`src/rtl/axi_defines_pkg.sv`:
```
// Shared AXI constants, FSM encodings and size helpers for the burst splitter.
`ifndef CLOG2
`define CLOG2(x) $clog2(x)
`endif

package axi_defines;

    localparam logic [1:0] AXI_BURST_FIXED = 2'b00;
    localparam logic [1:0] AXI_BURST_INCR  = 2'b01;

    localparam int unsigned AXI_FIXED_MAX_LEN = 16;

    typedef enum logic [1:0] {
        ST_IDLE  = 2'd0,
        ST_CALC  = 2'd1,
        ST_ISSUE = 2'd2,
        ST_DONE  = 2'd3
    } state_t;

    // AXSIZE encoding for a data bus of dw bits
    function automatic logic [2:0] axi_size(input int unsigned dw);
        return 3'(`CLOG2(dw / 8));
    endfunction

    function automatic int unsigned umax(input int unsigned a, input int unsigned b);
        return (a > b) ? a : b;
    endfunction

    function automatic int unsigned umin(input int unsigned a, input int unsigned b);
        return (a < b) ? a : b;
    endfunction

endpackage

```
`src/rtl/axi_burst_splitter_if.sv`:
```
// Command and burst-descriptor signals between the user front end and the AW/AR issue logic.
interface axi_burst_splitter_if #(
    parameter int unsigned ADDR_WIDTH  = 32,
    parameter int unsigned COUNT_WIDTH = 24,
    parameter int unsigned ID_WIDTH    = 4
);
    logic                   i_cmd_en;
    logic [ADDR_WIDTH-1:0]  i_cmd_addr;
    logic [COUNT_WIDTH-1:0] i_cmd_count;
    logic                   i_cmd_wr_rd;
    logic                   i_cmd_adr_fixed_en;
    logic                   o_cmd_ack;
    logic                   o_cmd_error;
    logic                   o_busy;
    logic                   o_bst_valid;
    logic                   i_bst_ready;
    logic [ADDR_WIDTH-1:0]  o_bst_addr;
    logic [7:0]             o_bst_len;
    logic [2:0]             o_bst_size;
    logic [1:0]             o_bst_burst;
    logic                   o_bst_wr_rd;
    logic [ID_WIDTH-1:0]    o_bst_id;
    logic                   o_bst_last;

    // Splitter side: consumes commands, masters the burst descriptor channel
    modport master (
        input  i_cmd_en, i_cmd_addr, i_cmd_count, i_cmd_wr_rd, i_cmd_adr_fixed_en, i_bst_ready,
        output o_cmd_ack, o_cmd_error, o_busy, o_bst_valid, o_bst_addr, o_bst_len,
               o_bst_size, o_bst_burst, o_bst_wr_rd, o_bst_id, o_bst_last
    );

    modport slave (
        output i_cmd_en, i_cmd_addr, i_cmd_count, i_cmd_wr_rd, i_cmd_adr_fixed_en, i_bst_ready,
        input  o_cmd_ack, o_cmd_error, o_busy, o_bst_valid, o_bst_addr, o_bst_len,
               o_bst_size, o_bst_burst, o_bst_wr_rd, o_bst_id, o_bst_last
    );
endinterface

```
`src/rtl/axi_burst_splitter_calc.sv`:
```
// Combinational beats-per-burst: min of remaining, burst cap and distance to the next boundary.
module axi_burst_calc
    import axi_defines::*;
#(
    parameter int unsigned COUNT_WIDTH   = 24,
    parameter int unsigned MAX_BURST_LEN = 256,
    parameter int unsigned BOUNDARY      = 4096,
    parameter int unsigned BPB           = 4
) (
    input  logic [$clog2(BOUNDARY)-1:0] addr,
    input  logic [COUNT_WIDTH-1:0]      remaining,
    input  logic                        fixed,
    output logic [COUNT_WIDTH:0]        beats
);
    localparam int unsigned BND_W   = $clog2(BOUNDARY);
    localparam int unsigned LSB     = $clog2(BPB);
    localparam int unsigned CW      = umax(umax(COUNT_WIDTH + 1, BND_W + 1), 10);
    localparam int unsigned FIX_CAP = umin(AXI_FIXED_MAX_LEN, MAX_BURST_LEN);

    logic [CW-1:0] bnd_bytes;
    logic [CW-1:0] bnd_beats;
    logic [CW-1:0] cap;
    logic [CW-1:0] min_v;

    // addr holds only the offset inside the current boundary window
    assign bnd_bytes = CW'(BOUNDARY) - CW'(addr);
    assign bnd_beats = bnd_bytes >> LSB;
    assign cap       = fixed ? CW'(FIX_CAP) : CW'(MAX_BURST_LEN);

    always_comb begin
        min_v = (CW'(remaining) < cap) ? CW'(remaining) : cap;
        if (!fixed && (bnd_beats < min_v)) begin
            min_v = bnd_beats;
        end
        beats = (COUNT_WIDTH + 1)'(min_v);
    end
endmodule

```
`src/rtl/axi_burst_splitter.sv`:
```
// Splits one user transfer command into legal AXI burst descriptors with round-robin IDs.
module axi_burst_splitter
    import axi_defines::*;
#(
    parameter int unsigned ADDR_WIDTH    = 32,
    parameter int unsigned DATA_WIDTH    = 32,
    parameter int unsigned COUNT_WIDTH   = 24,
    parameter int unsigned MAX_BURST_LEN = 256,
    parameter int unsigned BOUNDARY      = 4096,
    parameter int unsigned ID_WIDTH      = 4,
    parameter int unsigned NUM_IDS       = 4
) (
    input logic              clk,
    input logic              rst,
    axi_burst_splitter_if.master bus
);
    localparam int unsigned BPB   = DATA_WIDTH / 8;
    localparam int unsigned LSB   = $clog2(BPB);
    localparam int unsigned BND_W = $clog2(BOUNDARY);
    localparam int unsigned BW    = COUNT_WIDTH + 1;
    localparam logic [ADDR_WIDTH-1:0] ALIGN_MASK = ~ADDR_WIDTH'(BPB - 1);
    localparam logic [2:0] SIZE = axi_size(DATA_WIDTH);

    state_t                 state_q, state_d;
    logic [ADDR_WIDTH-1:0]  addr_q, addr_d;
    logic [COUNT_WIDTH-1:0] rem_q, rem_d;
    logic [BW-1:0]          beats_q, beats_d, beats_c;
    logic                   fixed_q, fixed_d, wr_q, wr_d, err_q, err_d;
    logic [ID_WIDTH-1:0]    id_q, id_d;

    logic                   ack_q, ack_d, error_q, error_d, busy_q, busy_d;
    logic                   valid_q, valid_d, bwr_q, bwr_d, last_q, last_d;
    logic [ADDR_WIDTH-1:0]  baddr_q, baddr_d;
    logic [7:0]             len_q, len_d;
    logic [1:0]             burst_q, burst_d;
    logic [ID_WIDTH-1:0]    bid_q, bid_d;

    axi_burst_calc #(
        .COUNT_WIDTH   (COUNT_WIDTH),
        .MAX_BURST_LEN (MAX_BURST_LEN),
        .BOUNDARY      (BOUNDARY),
        .BPB           (BPB)
    ) u_calc (
        .addr      (addr_q[BND_W-1:0]),
        .remaining (rem_q),
        .fixed     (fixed_q),
        .beats     (beats_c)
    );

    always_comb begin
        state_d = state_q;
        addr_d  = addr_q;
        rem_d   = rem_q;
        beats_d = beats_q;
        fixed_d = fixed_q;
        wr_d    = wr_q;
        err_d   = err_q;
        id_d    = id_q;
        ack_d   = ack_q;
        error_d = error_q;
        busy_d  = busy_q;
        valid_d = valid_q;
        baddr_d = baddr_q;
        len_d   = len_q;
        burst_d = burst_q;
        bwr_d   = bwr_q;
        bid_d   = bid_q;
        last_d  = last_q;

        case (state_q)
            ST_IDLE: begin
                if (bus.i_cmd_en) begin
                    addr_d  = bus.i_cmd_addr & ALIGN_MASK;
                    rem_d   = bus.i_cmd_count;
                    fixed_d = bus.i_cmd_adr_fixed_en;
                    wr_d    = bus.i_cmd_wr_rd;
                    busy_d  = 1'b1;
                    err_d   = (bus.i_cmd_count == '0);
                    state_d = (bus.i_cmd_count == '0) ? ST_DONE : ST_CALC;
                end
            end
            ST_CALC: begin
                baddr_d = addr_q;
                len_d   = 8'(beats_c - BW'(1));
                burst_d = fixed_q ? AXI_BURST_FIXED : AXI_BURST_INCR;
                bwr_d   = wr_q;
                bid_d   = id_q;
                last_d  = (beats_c == BW'(rem_q));
                beats_d = beats_c;
                valid_d = 1'b1;
                state_d = ST_ISSUE;
            end
            ST_ISSUE: begin
                // last_q marks the burst that drains remaining to zero
                if (bus.i_bst_ready) begin
                    valid_d = 1'b0;
                    rem_d   = rem_q - COUNT_WIDTH'(beats_q);
                    if (!fixed_q) begin
                        addr_d = addr_q + (ADDR_WIDTH'(beats_q) << LSB);
                    end
                    id_d    = (id_q == ID_WIDTH'(NUM_IDS - 1)) ? '0 : id_q + ID_WIDTH'(1);
                    state_d = last_q ? ST_DONE : ST_CALC;
                end
            end
            ST_DONE: begin
                if (bus.i_cmd_en) begin
                    ack_d   = 1'b1;
                    error_d = err_q;
                end else begin
                    ack_d   = 1'b0;
                    error_d = 1'b0;
                    busy_d  = 1'b0;
                    state_d = ST_IDLE;
                end
            end
            default: state_d = ST_IDLE;
        endcase
    end

    always_ff @(posedge clk) begin
        if (rst) begin
            state_q <= ST_IDLE;
            addr_q  <= '0;
            rem_q   <= '0;
            beats_q <= '0;
            fixed_q <= 1'b0;
            wr_q    <= 1'b0;
            err_q   <= 1'b0;
            id_q    <= '0;
            ack_q   <= 1'b0;
            error_q <= 1'b0;
            busy_q  <= 1'b0;
            valid_q <= 1'b0;
            baddr_q <= '0;
            len_q   <= '0;
            burst_q <= '0;
            bwr_q   <= 1'b0;
            bid_q   <= '0;
            last_q  <= 1'b0;
        end else begin
            state_q <= state_d;
            addr_q  <= addr_d;
            rem_q   <= rem_d;
            beats_q <= beats_d;
            fixed_q <= fixed_d;
            wr_q    <= wr_d;
            err_q   <= err_d;
            id_q    <= id_d;
            ack_q   <= ack_d;
            error_q <= error_d;
            busy_q  <= busy_d;
            valid_q <= valid_d;
            baddr_q <= baddr_d;
            len_q   <= len_d;
            burst_q <= burst_d;
            bwr_q   <= bwr_d;
            bid_q   <= bid_d;
            last_q  <= last_d;
        end
    end

    assign bus.o_cmd_ack   = ack_q;
    assign bus.o_cmd_error = error_q;
    assign bus.o_busy      = busy_q;
    assign bus.o_bst_valid = valid_q;
    assign bus.o_bst_addr  = baddr_q;
    assign bus.o_bst_len   = len_q;
    assign bus.o_bst_size  = SIZE;
    assign bus.o_bst_burst = burst_q;
    assign bus.o_bst_wr_rd = bwr_q;
    assign bus.o_bst_id    = bid_q;
    assign bus.o_bst_last  = last_q;
endmodule

```
`src/flat_wrapper.sv`:
```
// flat-port wrapper written by rule: the top's interface ports become plain ports
module axi_burst_splitter_flat import axi_defines::*;
#(
    parameter int unsigned ADDR_WIDTH    = 32,
    parameter int unsigned DATA_WIDTH    = 32,
    parameter int unsigned COUNT_WIDTH   = 24,
    parameter int unsigned MAX_BURST_LEN = 256,
    parameter int unsigned BOUNDARY      = 4096,
    parameter int unsigned ID_WIDTH      = 4,
    parameter int unsigned NUM_IDS       = 4
)
  (clk, rst, bus_i_cmd_en, bus_i_cmd_addr, bus_i_cmd_count, bus_i_cmd_wr_rd, bus_i_cmd_adr_fixed_en, bus_i_bst_ready, bus_o_cmd_ack, bus_o_cmd_error, bus_o_busy, bus_o_bst_valid, bus_o_bst_addr, bus_o_bst_len, bus_o_bst_size, bus_o_bst_burst, bus_o_bst_wr_rd, bus_o_bst_id, bus_o_bst_last);
  axi_burst_splitter_if #(.ADDR_WIDTH(ADDR_WIDTH), .COUNT_WIDTH(COUNT_WIDTH), .ID_WIDTH(ID_WIDTH)) bus_i ();
  input logic clk;
  input logic rst;
  input wire logic [$bits(bus_i.i_cmd_en)-1:0] bus_i_cmd_en;
  input wire logic [$bits(bus_i.i_cmd_addr)-1:0] bus_i_cmd_addr;
  input wire logic [$bits(bus_i.i_cmd_count)-1:0] bus_i_cmd_count;
  input wire logic [$bits(bus_i.i_cmd_wr_rd)-1:0] bus_i_cmd_wr_rd;
  input wire logic [$bits(bus_i.i_cmd_adr_fixed_en)-1:0] bus_i_cmd_adr_fixed_en;
  input wire logic [$bits(bus_i.i_bst_ready)-1:0] bus_i_bst_ready;
  output wire logic [$bits(bus_i.o_cmd_ack)-1:0] bus_o_cmd_ack;
  output wire logic [$bits(bus_i.o_cmd_error)-1:0] bus_o_cmd_error;
  output wire logic [$bits(bus_i.o_busy)-1:0] bus_o_busy;
  output wire logic [$bits(bus_i.o_bst_valid)-1:0] bus_o_bst_valid;
  output wire logic [$bits(bus_i.o_bst_addr)-1:0] bus_o_bst_addr;
  output wire logic [$bits(bus_i.o_bst_len)-1:0] bus_o_bst_len;
  output wire logic [$bits(bus_i.o_bst_size)-1:0] bus_o_bst_size;
  output wire logic [$bits(bus_i.o_bst_burst)-1:0] bus_o_bst_burst;
  output wire logic [$bits(bus_i.o_bst_wr_rd)-1:0] bus_o_bst_wr_rd;
  output wire logic [$bits(bus_i.o_bst_id)-1:0] bus_o_bst_id;
  output wire logic [$bits(bus_i.o_bst_last)-1:0] bus_o_bst_last;
  assign bus_i.i_cmd_en = bus_i_cmd_en;
  assign bus_i.i_cmd_addr = bus_i_cmd_addr;
  assign bus_i.i_cmd_count = bus_i_cmd_count;
  assign bus_i.i_cmd_wr_rd = bus_i_cmd_wr_rd;
  assign bus_i.i_cmd_adr_fixed_en = bus_i_cmd_adr_fixed_en;
  assign bus_i.i_bst_ready = bus_i_bst_ready;
  assign bus_o_cmd_ack = bus_i.o_cmd_ack;
  assign bus_o_cmd_error = bus_i.o_cmd_error;
  assign bus_o_busy = bus_i.o_busy;
  assign bus_o_bst_valid = bus_i.o_bst_valid;
  assign bus_o_bst_addr = bus_i.o_bst_addr;
  assign bus_o_bst_len = bus_i.o_bst_len;
  assign bus_o_bst_size = bus_i.o_bst_size;
  assign bus_o_bst_burst = bus_i.o_bst_burst;
  assign bus_o_bst_wr_rd = bus_i.o_bst_wr_rd;
  assign bus_o_bst_id = bus_i.o_bst_id;
  assign bus_o_bst_last = bus_i.o_bst_last;
  axi_burst_splitter #(.ADDR_WIDTH(ADDR_WIDTH), .DATA_WIDTH(DATA_WIDTH), .COUNT_WIDTH(COUNT_WIDTH), .MAX_BURST_LEN(MAX_BURST_LEN), .BOUNDARY(BOUNDARY), .ID_WIDTH(ID_WIDTH), .NUM_IDS(NUM_IDS)) u_core (.clk(clk), .rst(rst), .bus(bus_i));
endmodule
```
`config.mk`:
```
export PLATFORM = sky130hd
export DESIGN_NAME = axi_burst_splitter_flat
export DESIGN_NICKNAME = d
export VERILOG_FILES = /design/src/rtl/axi_defines_pkg.sv /design/src/rtl/axi_burst_splitter_if.sv /design/src/rtl/axi_burst_splitter_calc.sv /design/src/rtl/axi_burst_splitter.sv /design/src/flat_wrapper.sv
export SDC_FILE = /design/constraint.sdc
export NUM_CORES = 1
export LEC_CHECK = 0
export CAP_MARGIN = 30
export CORE_ASPECT_RATIO = 1.2
export CORE_UTILIZATION = 49
export CTS_BUF_LIST = sky130_fd_sc_hd__clkbuf_2 sky130_fd_sc_hd__clkbuf_4 sky130_fd_sc_hd__clkbuf_8
export CTS_CLUSTER_SIZE = 16
export DETAILED_ROUTE_END_ITERATION = 8
export HOLD_SLACK_MARGIN = 0.06
export PLACE_DENSITY = 0.83
export SLEW_MARGIN = 20
export SYNTH_ARGS = -nofsm -noshare
export SYNTH_HDL_FRONTEND = slang
export SYNTH_SLANG_ARGS = --single-unit
```
`constraint.sdc`:
```
create_clock -name clk -period 4.91 [get_ports clk]
set_clock_uncertainty 0.15 [all_clocks]
set_input_delay 0.982 -clock clk [delete_from_list [all_inputs] [get_ports clk]]
set_output_delay 0.982 -clock clk [all_outputs]
set_load 0.05 [all_outputs]
```
---- Word level (Yosys, flattened, before mapping) ----
Index checks and enable logic that the tools add are counted.
cells by class
  div/mod/pow operators ................... 0
  multipliers ............................. 0
  shift operators ......................... 0
  magnitude comparators ................... 2
  reductions and logical operators ........ 14
  $add $sub $neg .......................... 5
  equality and inequality tests ........... 9
  bitwise gates (word level) .............. 0
  muxes and demuxes ....................... 25
operators by type and width
  operator                  count
  $mux W24                  4
  $mux W32                  3
  $pmux W32 S2              1
  $pmux W24 S2              1
  $add A32 B27 Y32          1
  $eq A24 B24 Y1            1
  $logic_not A24 Y1         1
  $lt A23 B24 Y1            1
  $lt A24 B9 Y1             1
  $sub A24 B24 Y24          1
  $sub A13 B12 Y14 const A  1
  $mux W2                   5
  $mux W9                   1
  $reduce_and A3 Y1         3
  $ne A2 B2 Y1 const B      4
  $pmux W2 S4               1
  $sub A8 B1 Y8 const B     1
  $mux W1                   6
  $reduce_and A2 Y1         3
  $reduce_bool A2 Y1        3
  $add A4 B1 Y4 const B     1
  $eq A2 B2 Y1 const B      2
  $eq A4 B2 Y1 const B      1
  $mux W4                   1
  other kinds (6)           7
word-level totals
  bits in latches ......................... 0
  memory bits (read-only) ................. 0
  RAM bits ................................ 0
  memories ................................ 0
  word-level logic and storage cells ...... 73
  register bits after elaboration ......... 142

---- Logic depth before layout (Yosys ltp) ----
  word-level depth ........................ 7
  mapped depth ............................ 20
  depth with buffers taken out ............ 18

---- Modules after synthesis ----
Synthesis repeated with hierarchy kept, for this count alone.
second synthesis, totals
  cell total of the unflattened synthesis .. 1191
  area total of the unflattened synthesis .. 8961.1 µm²
by module, submodules not included
  module              cells an instance  sequential area each (µm²)  times used  area an instance (µm²)
  axi_burst_splitter  1085               2742.6                      1           8136.6
  axi_burst_calc      106                0.0                         1           824.5

---- Least setup slack after synthesis ----
No wires, ideal clock.
  path kind ............................... reg-to-reg
  start point ............................. register u_core.rem_q[8]
  end point ............................... register u_core.len_q[4] (netlist: u_core.bus.o_bst_len[4])
  path buffers ............................ 2
  cell stages (with the launch flop) ...... 21
  required time ........................... 4.689 ns
  data arrival time ....................... 4.100 ns
  clock period less this slack ............ 4.321 ns
  slack ................................... 0.589 ns
  setup time .............................. 0.071 ns
  path through ............................ dfxtp_1 > ha_1 > or3_1 > a211oi_4 > and2_1 > inv_1 > ha_1 > a21o_1 > a21o_1 > a41oi_1 > or3_1 > o211ai_4 > buf_2 > buf_1 > nor2_1 > a31oi_1 > ha_1 > o211ai_1 > xnor2_1 > nand2_1 > a21oi_1
between the ends
  longest elaborated chain between the ends .. 6
ends and longest elaborated chain
  what                    line                           source
  from (decl)             axi_burst_splitter.sv:26       logic [COUNT_WIDTH-1:0] rem_q, rem_d;
  from (signal assigned)  axi_burst_splitter.sv:143      rem_q <= rem_d;
  $lt A24 B9 Y1           axi_burst_splitter_calc.sv:31  min_v = (CW'(remaining) < cap) ? CW'(remaining) : cap;
  $mux W24 *              axi_burst_splitter_calc.sv:31
  $lt A23 B24 Y1          axi_burst_splitter_calc.sv:32  if (!fixed && (bnd_beats < min_v)) begin
  $logic_and A1 B1 Y1     axi_burst_splitter_calc.sv:32
  $mux W24 *              axi_burst_splitter_calc.sv:32
  $sub A8 B1 Y8 *         axi_burst_splitter.sv:84       len_d = 8'(beats_c - BW'(1));
  to (signal assigned)    axi_burst_splitter.sv:154      len_q <= len_d;
  to (decl)               axi_burst_splitter.sv:34       logic [7:0] len_q, len_d;
Every way passes the cells marked *; elsewhere a longest branch is shown, timed or not.
A chain may end at the register's enable or synchronous reset.

---- Worst setup path in the final report ----
  start point ............................. register u_core.rem_q[11]
  end point ............................... register u_core.len_q[6] (netlist: u_core.bus.o_bst_len[6])
The elaborated chain is that of the path after synthesis.

==> impl_metrics.csv <==
group,metric,value,unit
global_routing,grt.total_usage,27.9,%
worst_setup_path,reg2regPathDepth,16,
yosys,synth.distinct_cells,70,
power,pwr-share-comb,36.8,%
power,switching_share,37.4,%
worst_setup_path,reg2reg_slack,0.47,ns
worst_setup_path,reg2reg_from,"u_core.rem_q[11]",
cts,htree_levels,4,
timing,tightest_slew,0.868,ns
timing,tns,0,ns
yosys,syn_area_per_cell,7.56,µm²
power,p_sw,1430,µW
yosys,synth-seq-cells,136,
global_routing,grt_pass1_vias,7995,
outcome,outcome,"complete, no violations",
power,p_per_area,371,nW/µm²
cts,clk_path_buf_depth,2,
worst_setup_path,endpoint,"u_core.bus.o_bst_len[6]",
cts,numClockSinks,136,
yosys,yosys_most_used_dff,"dfxtp_1",
worst_setup_path,reg2reg_to,"u_core.bus.o_bst_len[6]",
floorplanning,start_util,50.5,%
power,p_leak,0.00402,µW
floorplanning,dieArea,18100,µm²
timing,drv_slew,0,
yosys,syn-cell-area,8610,µm²
routing,vias,8646,
timing,rsz0062_at_grt,"no",
timing,fmax,0.225,GHz
floorplanning,die_h,147,µm
timing,finalHoldViolCount,0,
floorplanning,rows,52,
cts,postCtsHoldBufs,0,
place,place.port_buffers,108,
yosys,postSynth.asyncResetShare,0,%
cells_and_area,drive_above_1_share,5.75,%
cts,clkLatencyLatePin,0.48,ns
timing,slew_headroom,42.1,%
routing,viasPerCell,5.96,
worst_setup_path,critPathRequiredTime,5.16,ns
yosys,synthCells,1139,
cts,cts_tree,"done",
routing,wl,24.7,mm
power,clkPwrFrac,29.2,%
floorplanning,die_x,123,µm
global_routing,antenna_found_initial,0,
routing,dr.pass1.iters,7,
cells_and_area,final_nets,1347,
cts,root_buffer,"clkbuf_8",
place,placed_area,9860,µm²
yosys,synth_warnings,0,
worst_setup_path,criticalPathCategory,"register to register",
cts,cts_resized,0,
worst_setup_path,cp_max_fo,14,
cts,post_cts_buffers,0,
cts,clk_pin_slew,0.09,ns
timing,post-route-period-util,90.3,%
flow_run,cap_violations,0,
routing,drc,0,
yosys,yosysSeqAreaShare,31.6,%
cells_and_area,mostFrequentLayoutCell,"nand2_1",
routing,first_iter_violations,523,
timing,period_minus_slack,4.44,ns
worst_setup_path,startpoint,"u_core.rem_q[11]",
cells_and_area,design_area,10300,µm²
power,p_int,2400,µW
worst_setup_path,start_kind,"register",
worst_setup_path,cp.arrival,4.69,ns
cells_and_area,final_cell_mix,"184 x nand2_1, 136 x dfxtp_1, 124 x a21oi_1, 107 x clkdlybuf4s50_1, 91 x nor2_1",
place,post-dp-hpwl,18.4,mm
cells_and_area,area_growth,20.0,%
power,ir_worst_vdd,0.189,mV
floorplanning,coreArea,17000,µm²
place,place_congestion,0.919,
routing,ant_nets,0,
cts,cts_buffers,17,
worst_hold_path,hold_path_class,"register to register",
global_routing,grt_max_degree,70,
routing,wl_per_cell,17.0,µm
global_routing,grt_pass1_wl,39.3,mm
worst_hold_path,hp-start,"u_core.bus.o_bst_len[7]",
timing,setup_violations,0,
worst_setup_path,worstSetupEndpointType,"register",
floorplanning,pin_count,117,
cells_and_area,antennaDiodeCount,0,
power,seqPwrFrac,34.0,%
yosys,synth_edf_count,0,
global_routing,gr-total-overflow,0,
critical path: stages (launching register included):
cell and delay (ns):
dfxtp_1 0.36, nor4_2 0.36, nand4_1 0.28, a211oi_4 0.50, buf_4 0.27, mux2_2 0.36
inv_1 0.06, ha_1 0.16, nand4_1 0.08, or3_1 0.42, o211ai_4 0.32, buf_4 0.27
nor2_1 0.08, a31oi_1 0.32, xor2_1 0.17, nand2_1 0.07, a21oi_1 0.15
through the flow:
stage	hold slack, ns	instances	total power (µW)	util [%]	setup slack [ns]
global route	0.325	1450	4050	60.6	0.179
CTS	0.306	1450	3820	60.6	0.514
floorplan	0.282	1145	2330	-	0.589
global placement	0.288	1418	2690	57.8	0.545
finish	0.301	1450	3830	60.6	0.475
detailed placement	0.294	1418	2720	57.8	0.532
synth_stat cells, drive strengths merged, types with 2 or more instances:
cell type  instances  area, µm²
nor4              14        100
and3               7       48.8
nand3b             6       45.0
conb               2       7.51
and4               3       26.3
nor2b              9       56.3
dfxtp            136       2720
nand3             17       85.1
nor4b              4       35.0
a311oi            16        140
o221ai             2       17.5
nand2b             9       56.3
nand4              9       56.3
a21boi             2       15.0
clkbuf            55        206
inv               52        195
a221oi             2       17.5
a21o              25        188
mux2i              8       80.1
o21ai             68        344
o41ai              2       17.5
o31ai              2       15.0
a221o              2       20.0
o311ai             3       26.3
a211o              2       17.5
fa                 2       40.0
a211oi            29        235
a31oi             16        100
buf               15       82.6
or4                3       22.5
o21a               9       67.6
nor3b              2       15.0
a21oi            127        639
a2111oi            3       26.3
or3                6       37.5
xor2              24        210
nor3              42        210
nand2            184        691
xnor2             33        297
o211ai             7       66.3
o22ai              4       25.0
and2               7       43.8
or2                4       25.0
nor2              91        342
ha                62        776
cells by family after synthesis:
logic type / synth area share [%]
simple gates: 22.2
compound gates: 24.0
flops: 31.6
buf+inv: 5.62
fa+ha+maj: 9.48
xor+xnor: 5.89
mux: 1.06
other cells: 0.0872
registers in the layout (all words and copies together) (netlist names):
signal	flops
u_core.addr_q	30
u_core.bus.o_busy	1
u_core.wr_q	1
u_core.bus.o_bst_valid	1
u_core.bus.o_bst_addr	30
u_core.rem_q	24
u_core.beats_q	24
u_core.err_q	1
u_core.bus.o_bst_burst	1
u_core.bus.o_bst_wr_rd	1
u_core.bus.o_bst_id	4
u_core.state_q	2
u_core.bus.o_bst_len	8
u_core.bus.o_cmd_error	1
u_core.bus.o_cmd_ack	1
u_core.fixed_q	1
u_core.bus.o_bst_last	1
u_core.id_q	4
layout make-up:
| class | count | area, µm² |
|---|---|---|
| fill | 1503 | 6710 |
| multi-input combinational | 887 | 5450 |
| sequential | 136 | 2720 |
| timing repair buffer | 127 | 1220 |
| tap | 216 | 270 |
| clock buffer | 19 | 255 |
| clock inverter | 13 | 216 |
| inverter | 52 | 195 |
worst min-delay path by stage:
stage	slack, ns	depth (start not counted)	endpoint
6_report	0.30	2	u_core.bus.o_bst_len[7]
5_1_grt	0.32	2	u_core.bus.o_bst_addr[15]
4_1_cts	0.31	2	u_core.bus.o_bst_len[7]
3_5_place_dp	0.29	2	u_core.bus.o_bst_len[7]
3_3_place_gp	0.29	2	u_core.bus.o_bst_len[3]
2_1_floorplan	0.28	2	u_core.bus.o_bst_wr_rd
power groups by stage:
| stage | sequential [µW] | clock [µW] | combinational, µW |
|---|---|---|---|
| floorplan | 1360 | 0 | 968 |
| global placement | 1320 | 0 | 1370 |
| detailed placement | 1330 | 0 | 1390 |
| CTS | 1300 | 1120 | 1400 |
| global route | 1310 | 1180 | 1560 |
| finish | 1310 | 1120 | 1410 |
routing by layer:
layer	vias to the layer above	global-route usage, %	share of wire, %
met5	-	0	0
met3	92	4.70	4.7
li1	4195	-	-
met1	4065	32.1	40
met4	0	17.0	5.9
met2	294	47.6	49
Power figures use the tool's default switching activity.
